### config.mk
export PLATFORM = sky130hd
export DESIGN_NAME = approx_add_pipe
export DESIGN_NICKNAME = d
export VERILOG_FILES = /design/src/rtl/approx_add_pkg.sv /design/src/rtl/approx_add_seg.sv /design/src/rtl/approx_add_pipe.sv
export SDC_FILE = /design/constraint.sdc
export NUM_CORES = 1
export LEC_CHECK = 0
export BUFFER_PORTS_ARGS = -buffer_cell sky130_fd_sc_hd__clkbuf_2
export CAP_MARGIN = 20
export CORE_MARGIN = 2
export CORE_UTILIZATION = 45
export DETAILED_ROUTE_END_ITERATION = 10
export GPL_ROUTABILITY_DRIVEN = 0
export PLACE_DENSITY = 0.66
export SLEW_MARGIN = 20
export SYNTH_ARGS = -nofsm -noshare
export SYNTH_HDL_FRONTEND = slang
export SYNTH_SLANG_ARGS = --single-unit
export TNS_END_PERCENT = 30
### constraint.sdc
create_clock -name clk -period 3.5 [get_ports clk]
set_input_delay 0.35 -clock clk [delete_from_list [all_inputs] [get_ports clk]]
set_output_delay 0.35 -clock clk [all_outputs]
set_load 0.01 [all_outputs]
### src/rtl/approx_add_pkg.sv
// rtl/approx_add_pkg.sv - segment geometry helpers and stage payload for approx_add_pipe
package approx_add_pkg;

   localparam int MAX_W = 64;

   function automatic int err_width(input int w);
      return w + 1;
   endfunction

   function automatic int seg_width(input int w, input int l, input int s);
      return (w - l + s - 1) / s;
   endfunction

   function automatic int seg_offset(input int w, input int l, input int s, input int i);
      return l + i * seg_width(w, l, s);
   endfunction

   // Trailing segments can be short or empty when STAGES does not divide the upper width.
   function automatic int seg_len(input int w, input int l, input int s, input int i);
      int rem;
      rem = w - seg_offset(w, l, s, i);
      if (rem <= 0) return 0;
      if (i == s - 1) return rem;
      return (rem < seg_width(w, l, s)) ? rem : seg_width(w, l, s);
   endfunction

   typedef struct packed {
      logic [MAX_W-1:0] sum;
      logic [MAX_W-1:0] a;
      logic [MAX_W-1:0] b;
      logic             carry;
      logic             approx;
`ifdef APPROX_ADD_ERRMON_EN
      logic [MAX_W:0]   exact;
`endif
   } stage_pld_t;

endpackage

### src/rtl/approx_add_seg.sv
// rtl/approx_add_seg.sv - combinational exact ripple segment
module approx_add_seg #(
   parameter int SEG_W = 4
) (
   input  logic [SEG_W-1:0] a,
   input  logic [SEG_W-1:0] b,
   input  logic             cin,
   output logic [SEG_W-1:0] s,
   output logic             cout
);

   assign {cout, s} = {1'b0, a} + {1'b0, b} + {{SEG_W{1'b0}}, cin};

endmodule

### src/rtl/approx_add_pipe.sv
// rtl/approx_add_pipe.sv - pipelined lower-part-OR approximate adder with valid/ready
// Optional error monitor (out_err, err_max, err_clr) enabled by APPROX_ADD_ERRMON_EN.
module approx_add_pipe
   import approx_add_pkg::*;
#(
   parameter int WIDTH      = 8,
   parameter int APPROX_LSB = 2,
   parameter int STAGES     = 2
) (
   input  logic             clk,
   input  logic             rst,
   input  logic             in_valid,
   output logic             in_ready,
   input  logic [WIDTH-1:0] in_a,
   input  logic [WIDTH-1:0] in_b,
   input  logic             in_approx,
   output logic             out_valid,
   input  logic             out_ready,
   output logic [WIDTH:0]   out_sum,
   output logic             out_approx
`ifdef APPROX_ADD_ERRMON_EN
   ,
   output logic [WIDTH:0]   out_err,
   output logic [WIDTH:0]   err_max,
   input  logic             err_clr
`endif
);

   localparam int L     = APPROX_LSB;
   localparam int ERR_W = err_width(WIDTH);
   localparam logic [WIDTH-1:0] LO_MASK = WIDTH'((65'd1 << L) - 65'd1);
   localparam logic [WIDTH-1:0] LO_TOP  = LO_MASK ^ (LO_MASK >> 1);

   logic [STAGES-1:0] load;
   logic [STAGES-1:0] vld_vec;
   logic [STAGES-1:0] unused_pld;
   logic [WIDTH-1:0]  lo_exact;
   stage_pld_t        front;
   stage_pld_t        last;
   logic [ERR_W-1:0]  sum_full;

   // A stage stalls only when it and every stage downstream of it hold a beat
   // and the consumer is not ready; computed flat to avoid a bit-to-bit chain.
   always_comb begin : ready_chain
      logic all_full;
      all_full = 1'b1;
      load     = '0;
      for (int i = STAGES - 1; i >= 0; i--) begin
         all_full = all_full & vld_vec[i];
         load[i]  = out_ready | ~all_full;
      end
   end

   assign in_ready = load[0];

   always_comb begin
      lo_exact     = (in_a & LO_MASK) + (in_b & LO_MASK);
      front        = '0;
      front.a[WIDTH-1:0] = in_a;
      front.b[WIDTH-1:0] = in_b;
      front.approx = in_approx;
      if (in_approx) begin
         front.sum[WIDTH-1:0] = (in_a | in_b) & LO_MASK;
         front.carry          = |(in_a & in_b & LO_TOP);
      end else begin
         front.sum[WIDTH-1:0] = lo_exact & LO_MASK;
         front.carry          = lo_exact[L];
      end
`ifdef APPROX_ADD_ERRMON_EN
      front.exact[WIDTH:0] = {1'b0, in_a} + {1'b0, in_b};
`endif
   end

   for (genvar i = 0; i < STAGES; i++) begin : g_stage
      localparam int OFF = seg_offset(WIDTH, L, STAGES, i);
      localparam int LEN = seg_len(WIDTH, L, STAGES, i);

      stage_pld_t src;
      stage_pld_t pld_d;
      stage_pld_t pld_q;
      logic       src_vld;
      logic       vld_q;

      if (i == 0) begin : g_src0
         assign src     = front;
         assign src_vld = in_valid;
      end else begin : g_srcn
         assign src     = g_stage[i-1].pld_q;
         assign src_vld = g_stage[i-1].vld_q;
      end

      if (LEN > 0) begin : g_seg
         logic [LEN-1:0] seg_s;
         logic           seg_c;

         approx_add_seg #(.SEG_W(LEN)) u_seg (
            .a   (src.a[OFF +: LEN]),
            .b   (src.b[OFF +: LEN]),
            .cin (src.carry),
            .s   (seg_s),
            .cout(seg_c)
         );

         always_comb begin
            pld_d                  = src;
            pld_d.sum[OFF +: LEN]  = seg_s;
            pld_d.carry            = seg_c;
         end
      end else begin : g_pass
         assign pld_d = src;
      end

      always_ff @(posedge clk or posedge rst) begin
         if (rst) begin
            vld_q <= 1'b0;
            pld_q <= '0;
         end else if (load[i]) begin
            vld_q <= src_vld;
            if (src_vld) pld_q <= pld_d;
         end
      end

      assign vld_vec[i]    = vld_q;
      assign unused_pld[i] = ^pld_q;
   end

   assign last       = g_stage[STAGES-1].pld_q;
   assign sum_full   = {last.carry, last.sum[WIDTH-1:0]};
   assign out_valid  = vld_vec[STAGES-1];
   assign out_sum    = sum_full;
   assign out_approx = last.approx;

`ifdef APPROX_ADD_ERRMON_EN
   logic [ERR_W-1:0] exact_q;

   assign exact_q = last.exact[WIDTH:0];

   // Approximate results can overshoot the exact sum, so the error is a magnitude.
   always_comb begin
      out_err = '0;
      if (exact_q >= sum_full) out_err = exact_q - sum_full;
      else                     out_err = sum_full - exact_q;
   end

   always_ff @(posedge clk or posedge rst) begin
      if (rst) begin
         err_max <= '0;
      end else if (err_clr) begin
         err_max <= '0;
      end else if (out_valid && out_ready && (out_err > err_max)) begin
         err_max <= out_err;
      end
   end
`endif

endmodule
==> results.toml, run 1 <==
[run_status]
status = "finished, final reports clean"

[placement]
dp_slack_ns = 1.298
dpl_cell_area_um2 = 1514
place_hpwl_um = 1637
port_buffers = 32
dp.cells = 160

[routing]
drc = 0
dr.pass1.iters = 3
ant_nets = 0
avgViaCountPerCell = 4.921
drt-wirelength-per-cell_um = 12.38
vias = 807
drt-total-wl_um = 2031
drtIter0Drc = 7

[yosys]
ys_warn_count = 0
synth_area_per_cell_um2 = 13.51
syn_nets = 133
ys_seq_area_share_pct = 46.77
synth_seq_cells = 25
netlist_area_um2 = 1338
synthDistinctLibCells = 21
syn_inst = 99

[grt]
first_global_vias = 803
antenna_found_initial = 0
grt_max_degree = 26
grt_pass1_wl_um = 3436
grt-ovfl-total = 0
grt_usage_pct = 13.32

[cts]
cts_root_buf = "clkbuf_4"
cts_hold_buf = 0
clockBufferDepth = 2
cts_tree = "built"
htreeDepth = 1
clock_latency_ns = 0.30
post_cts_buffers = 0
cts_made_buffers = 3
cts_resized = 0
cts.sinks = 25
clk_pin_slew_ns = 0.12

[timing]
maxSlewViolCount = 0
fin_skew_ns = 0.002041
hold_viol = 0
fmax_mhz = 538.4
grt_setup_unrepaired = "false"
hold_ws_ns = 0.2157
setup_viol = 0
worstMarginPinSlew_ns = 0.9295
period_needed_ns = 1.857
fin_ws_ns = 1.643
finalSetupTns_ns = 0
period_share_pct = 53.06
maxSlewHeadroom_pct = 37.96

[floorplan]
die_y_um = 58.52
fp.coreArea_um2 = 2781
die_area_um2 = 3425
die_x_um = 58.52
rows = 19
ios = 33
start_util_pct = 48.09

[layout]
final_nets = 168
drive_gt1_share_pct = 42.86
design_area_um2 = 1540
final_cells = 164
final-seq-area_um2 = 625.6
multiInputGateArea_um2 = 629.4
fillers = 253
finalCoreUtilization_pct = 55.38
area_growth_pct = 15.15
n_antenna_cell = 0

[critical_path]
reg2reg_slack_ns = 1.78
crit_path_start_kind = "input port"
path_class = "in -> reg"
critPathRequiredTime_ns = 3.70
arrival_ns = 2.06
crit_fanout = 2
critical_path.endpoint_type = "register"

[power]
p_leak_nw = 0.8066
ir_worst_vdd_mv = 0.3695
power_density_nw_per_um2 = 495.6
power_uw = 763.3

[min_path]
hold_path_class = "in -> async"

[flow_run]
maxCapViolCount = 0
[routing by layer]
metal  global-route usage (%)  vias to the layer above  wire, um
li1                         -                      399         -
met5                        0                        -         0
met2                    23.76                       22      1068
met4                    6.977                        0        27
met3                    1.978                        2        95
met1                    15.33                      384       840
[report_power, final]
part	switching [mW]	internal [mW]	leakage, nW	total (mW)
combinational	0.109	0.134	0.507	0.243
sequential	0.0411	0.360	0.284	0.401
clock	0.0744	0.0444	0.0150	0.119
[cells in the mapped netlist, drive strengths merged]
master	instances	share of area [%]
a21oi	5	1.9
a31oi	3	1.4
a41oi	1	0.65
buf	2	1.7
dfrtp	25	47
fa	5	7.5
ha	8	7.5
inv	16	4.5
mux2	19	19
mux2i	3	2.2
nand2	3	1.6
nand2b	2	0.94
nand3b	1	1.5
nor2b	1	0.47
o21ai	2	0.75
or2b	1	0.56
xnor2	1	0.65
xor2	1	0.65
[flip-flops by register name, indices dropped and copies added (netlist names)]
register,count
out_valid,1
g_stage.pld_q,13
out_approx,1
g_stage.vld_q,1
out_sum,9
[final cells by class]
type	count	share of cell area, %
clock buffer	4	1.706
tap	31	2.518
timing repair buffer	32	10.40
inverter	16	3.899
multi-input combinational	56	40.86
sequential	25	40.62
[worst paths after layout]
check / from / end / cells past startpoint
max: in_a[0] / g_stage[0].pld_q[134] / 8
min: rst / out_approx / 2
max reg2reg: g_stage[0].pld_q[7] / out_sum[6] / 5
min reg2reg: out_sum[6] / out_sum[6] / 1
max in group asynchronous: rst / g_stage[0].pld_q[7] / 2
min in group clk: in_b[6] / g_stage[0].pld_q[8] / 2
[logic make-up after synthesis]
group / share of synthesized area [%]
XOR/XNOR: 1.310
AND/OR/NAND/NOR: 5.052
AO/OA/AOI/OAI: 4.677
adder cells (fa/ha/maj): 14.97
buffers and inverters: 6.174
multiplexers: 21.05
flip-flops: 46.77
[worst max-delay path, cell delays in order]
cell      delay [ns]
clkbuf_2        0.09
ha_1            0.16
fa_1            0.17
mux2i_1         0.08
fa_1            0.41
fa_1            0.39
xnor2_1         0.14
mux2_4          0.26
[cells in the final DEF, fill, tap and decap left out, types with 2 or more instances in the layout]
cell and instances:
dfrtp_1 25, clkbuf_2 32, mux2_2 9, fa_1 5, clkbuf_4 3, o21ai_0 2
mux2_4 10, ha_1 8, a31oi_1 3, mux2i_1 3, inv_1 16, nand2b_1 2
a21oi_1 5
(Power assumes the default switching activity.)
==> run 2: changes to the inputs <==
--- a/config.mk
+++ b/config.mk
@@ -5,13 +5,14 @@
 export SDC_FILE = /design/constraint.sdc
 export NUM_CORES = 1
 export LEC_CHECK = 0
+export ABC_AREA = 1
 export BUFFER_PORTS_ARGS = -buffer_cell sky130_fd_sc_hd__clkbuf_2
 export CAP_MARGIN = 20
 export CORE_MARGIN = 2
 export CORE_UTILIZATION = 45
 export DETAILED_ROUTE_END_ITERATION = 10
 export GPL_ROUTABILITY_DRIVEN = 0
-export PLACE_DENSITY = 0.66
+export PLACE_DENSITY = 0.69
 export SLEW_MARGIN = 20
 export SYNTH_ARGS = -nofsm -noshare
 export SYNTH_HDL_FRONTEND = slang
==> constraint.sdc (replaced) <==
create_clock -name clk -period 1.6 [get_ports clk]
set_input_delay 0.16 -clock clk [delete_from_list [all_inputs] [get_ports clk]]
set_output_delay 0.16 -clock clk [all_outputs]
set_load 0.01 [all_outputs]
==> run 2 against run 1 <==
Area after synthesis fell by 2.0%. Sequential share of layout area decreased by 0.33 points. Combinational power is 94% higher. Via count increased by 22%. Critical path type unchanged. Largest cell class is now sequential cells. Total power grew 110%. Worst setup slack got worse by 1.6 ns.
==> results.toml, run 2 <==
[min_path]
hold_path_class = "in -> reg"
min_path_cells = 3
hold_end = "g_stage[0].pld_q[7]"
min-delay-start = "in_b[5]"

[yosys]
yosys-top-cells-count = "nand2_1 (72), dfrtp_1 (25), inv_1 (20), ha_1 (8), fa_1 (5)"
synth_top_cell_by_area = "dfrtp_1"
synth_top_flop_cell = "dfrtp_1"
ys_seq_area_share_pct = 47.71
synthDistinctLibCells = 16
ys_warn_count = 0
syn_nets = 184
synth-edff-count = 0
yosys-top-cells-area = "dfrtp_1 (48%), nand2_1 (21%), fa_1 (7.6%), ha_1 (7.6%), inv_1 (5.7%)"
synth_area_per_cell_um2 = 8.742
synth_seq_cells = 25
async_reset_ff_share_pct = 100.0
netlist_area_um2 = 1311
synth_top_area_share_pct = 47.71
syn_inst = 150
synthMostInstantiatedCell = "nand2_1"

[layout]
fillers = 247
final_common_cell = "nand2_1"
largest_reg_flops = 13
multiInputGateArea_um2 = 600.6
area_growth_pct = 18.42
max_flop_register = "g_stage.pld_q"
final_nets = 221
final_cell_mix = "nand2_1 (72), clkbuf_2 (32), dfrtp_1 (25), inv_1 (19), ha_1 (7)"
n_antenna_cell = 0
final_cells = 217
drive_gt1_share_pct = 26.34
final-seq-area_um2 = 625.6
design_area_um2 = 1553
finalCoreUtilization_pct = 56.31

[placement]
dpl_cell_area_um2 = 1484
port_buffers = 32
dp.cells = 211
place_hpwl_um = 1820
dp_slack_ns = -0.2870

[timing]
setup_viol = 0
period_share_pct = 97.87
period_needed_ns = 1.566
fin_skew_ns = 0.005107
maxSlewHeadroom_pct = 67.06
maxSlewViolCount = 0
hold_viol = 0
worstMarginPinSlew_ns = 0.4936
finalSetupTns_ns = 0
grt_setup_unrepaired = "true"
fmax_mhz = 638.6
hold_ws_ns = 0.04084
fin_ws_ns = 0.03401

[critical_path]
path_class = "in -> reg"
critPathRequiredTime_ns = 1.86
crit_fanout = 2
arrival_ns = 1.83
reg2regPathDepth = 6
rr_endpoint = "out_sum[6]"
r2r_start = "g_stage[0].pld_q[7]"
crit_path_start_kind = "input port"
reg2reg_slack_ns = 0.13
critical_path.endpoint_type = "register"

[routing]
ant_nets = 0
drc = 0
drtIter0Drc = 10
vias = 985
drt-total-wl_um = 2381
drt-wirelength-per-cell_um = 10.97
avgViaCountPerCell = 4.539
dr.pass1.iters = 4

[floorplan]
start_util_pct = 47.55
fp.coreArea_um2 = 2758
die_x_um = 57.98
die_area_um2 = 3362
rows = 19
ios = 33
die_y_um = 57.98

[power]
p_seq_share_pct = 53.1
power_density_nw_per_um2 = 1032
ir_worst_vdd_mv = 0.7143
p_leak_nw = 0.9174
power.switching_uw = 539.6
swShare_pct = 33.66
power_mw = 1.603
internal-power_mw = 1.064
combPwrFrac_pct = 29.4
clockPowerShare_pct = 17.5

[grt]
grt_max_degree = 26
antenna_found_initial = 0
grt_pass1_wl_um = 4140
first_global_vias = 972
grt-ovfl-total = 0
grt_usage_pct = 15.83

[cts]
cts_tree = "built"
clockBufferDepth = 2
cts_root_buf = "clkbuf_4"
clk_pin_slew_ns = 0.13
cts_made_buffers = 3
cts.sinks = 25
clock_latency_ns = 0.31
htreeDepth = 1

[run_status]
status = "finished, final reports clean"

[flow_run]
maxCapViolCount = 0
-- run 2: cell types whose count changed in the layout (fill, tap and decap cells not counted), sizes merged, moves of 2 or more --
cell,change
nand2,+72
inv,+4
buf,+2
o21ai,+2
a31oi,-3
a21oi,-3
nor2,+2
mux2,-19
mux2i,-2
nand3,+3
nand2b,-2
-- run 2: worst max path at each step --
stage | from | end | slack [ns] | depth (start not counted)
6_report | in_a[0] | g_stage[0].pld_q[133] | 0.03 | 9
5_1_grt | in_a[0] | g_stage[0].pld_q[133] | -0.04 | 9
4_1_cts | in_a[0] | g_stage[0].pld_q[133] | 0.05 | 9
3_5_place_dp | in_a[0] | g_stage[0].pld_q[133] | -0.29 | 9
3_3_place_gp | in_a[0] | g_stage[0].pld_q[133] | -0.24 | 9
2_1_floorplan | in_a[0] | g_stage[0].pld_q[133] | -0.07 | 8
-- run 2: cell families (layout without fill, tap and decap cells) --
logic type | after synthesis | count (layout) | synth area share, %
AOI/OAI and AO/OA | 6 | 6 | 2.289
buffers and inverters | 23 | 59 | 8.301
xor gates and xnor gates | 2 | 2 | 1.336
DFF | 25 | 25 | 47.71
adders and majority gates | 13 | 13 | 15.27
and+or+nand+nor | 80 | 80 | 24.33
muxes | 1 | 1 | 0.7634
-- run 2: power by group through the flow --
stage | Sequential, mW | Clock, mW | Combinational, mW
global route | 0.871 | 0.308 | 0.551
detailed placement | 0.865 | 0 | 0.463
global placement | 0.855 | 0 | 0.450
CTS | 0.852 | 0.293 | 0.467
floorplan | 0.888 | 0 | 0.270
finish | 0.851 | 0.281 | 0.472
-- run 2: layout make-up --
type                       instances  share of cell area [%]
inverter                          20                   4.835
multi-input combinational        102                   38.68
clock buffer                       3                   1.450
timing repair buffer              35                   11.93
sequential                        25                   40.29
clock inverter                     1                  0.3223
tap                               31                   2.498
-- run 2: repair_timing --
action | 4_1_cts | 5_1_grt
buffers inserted | 0 | 1
endpoints found under the setup margin | 0 | 3
gates resized for setup | 0 | 7
hold buffers | 1 | 0
endpoints found under the hold margin | 25 | 0
-- run 2: layer usage --
metal	vias up	routed length [um]	GRT usage [%]
li1	517	-	-
met4	0	42	5.980
met5	-	0	0
met3	4	74	2.009
met2	23	1209	27.92
met1	441	1054	19.79
-- run 2: worst max-delay path, stage by stage --
cell	delay, ns
clkbuf_2	0.12
ha_4	0.17
fa_2	0.34
mux2i_2	0.19
fa_2	0.25
fa_1	0.40
inv_1	0.06
nand2_1	0.05
nand2_1	0.09
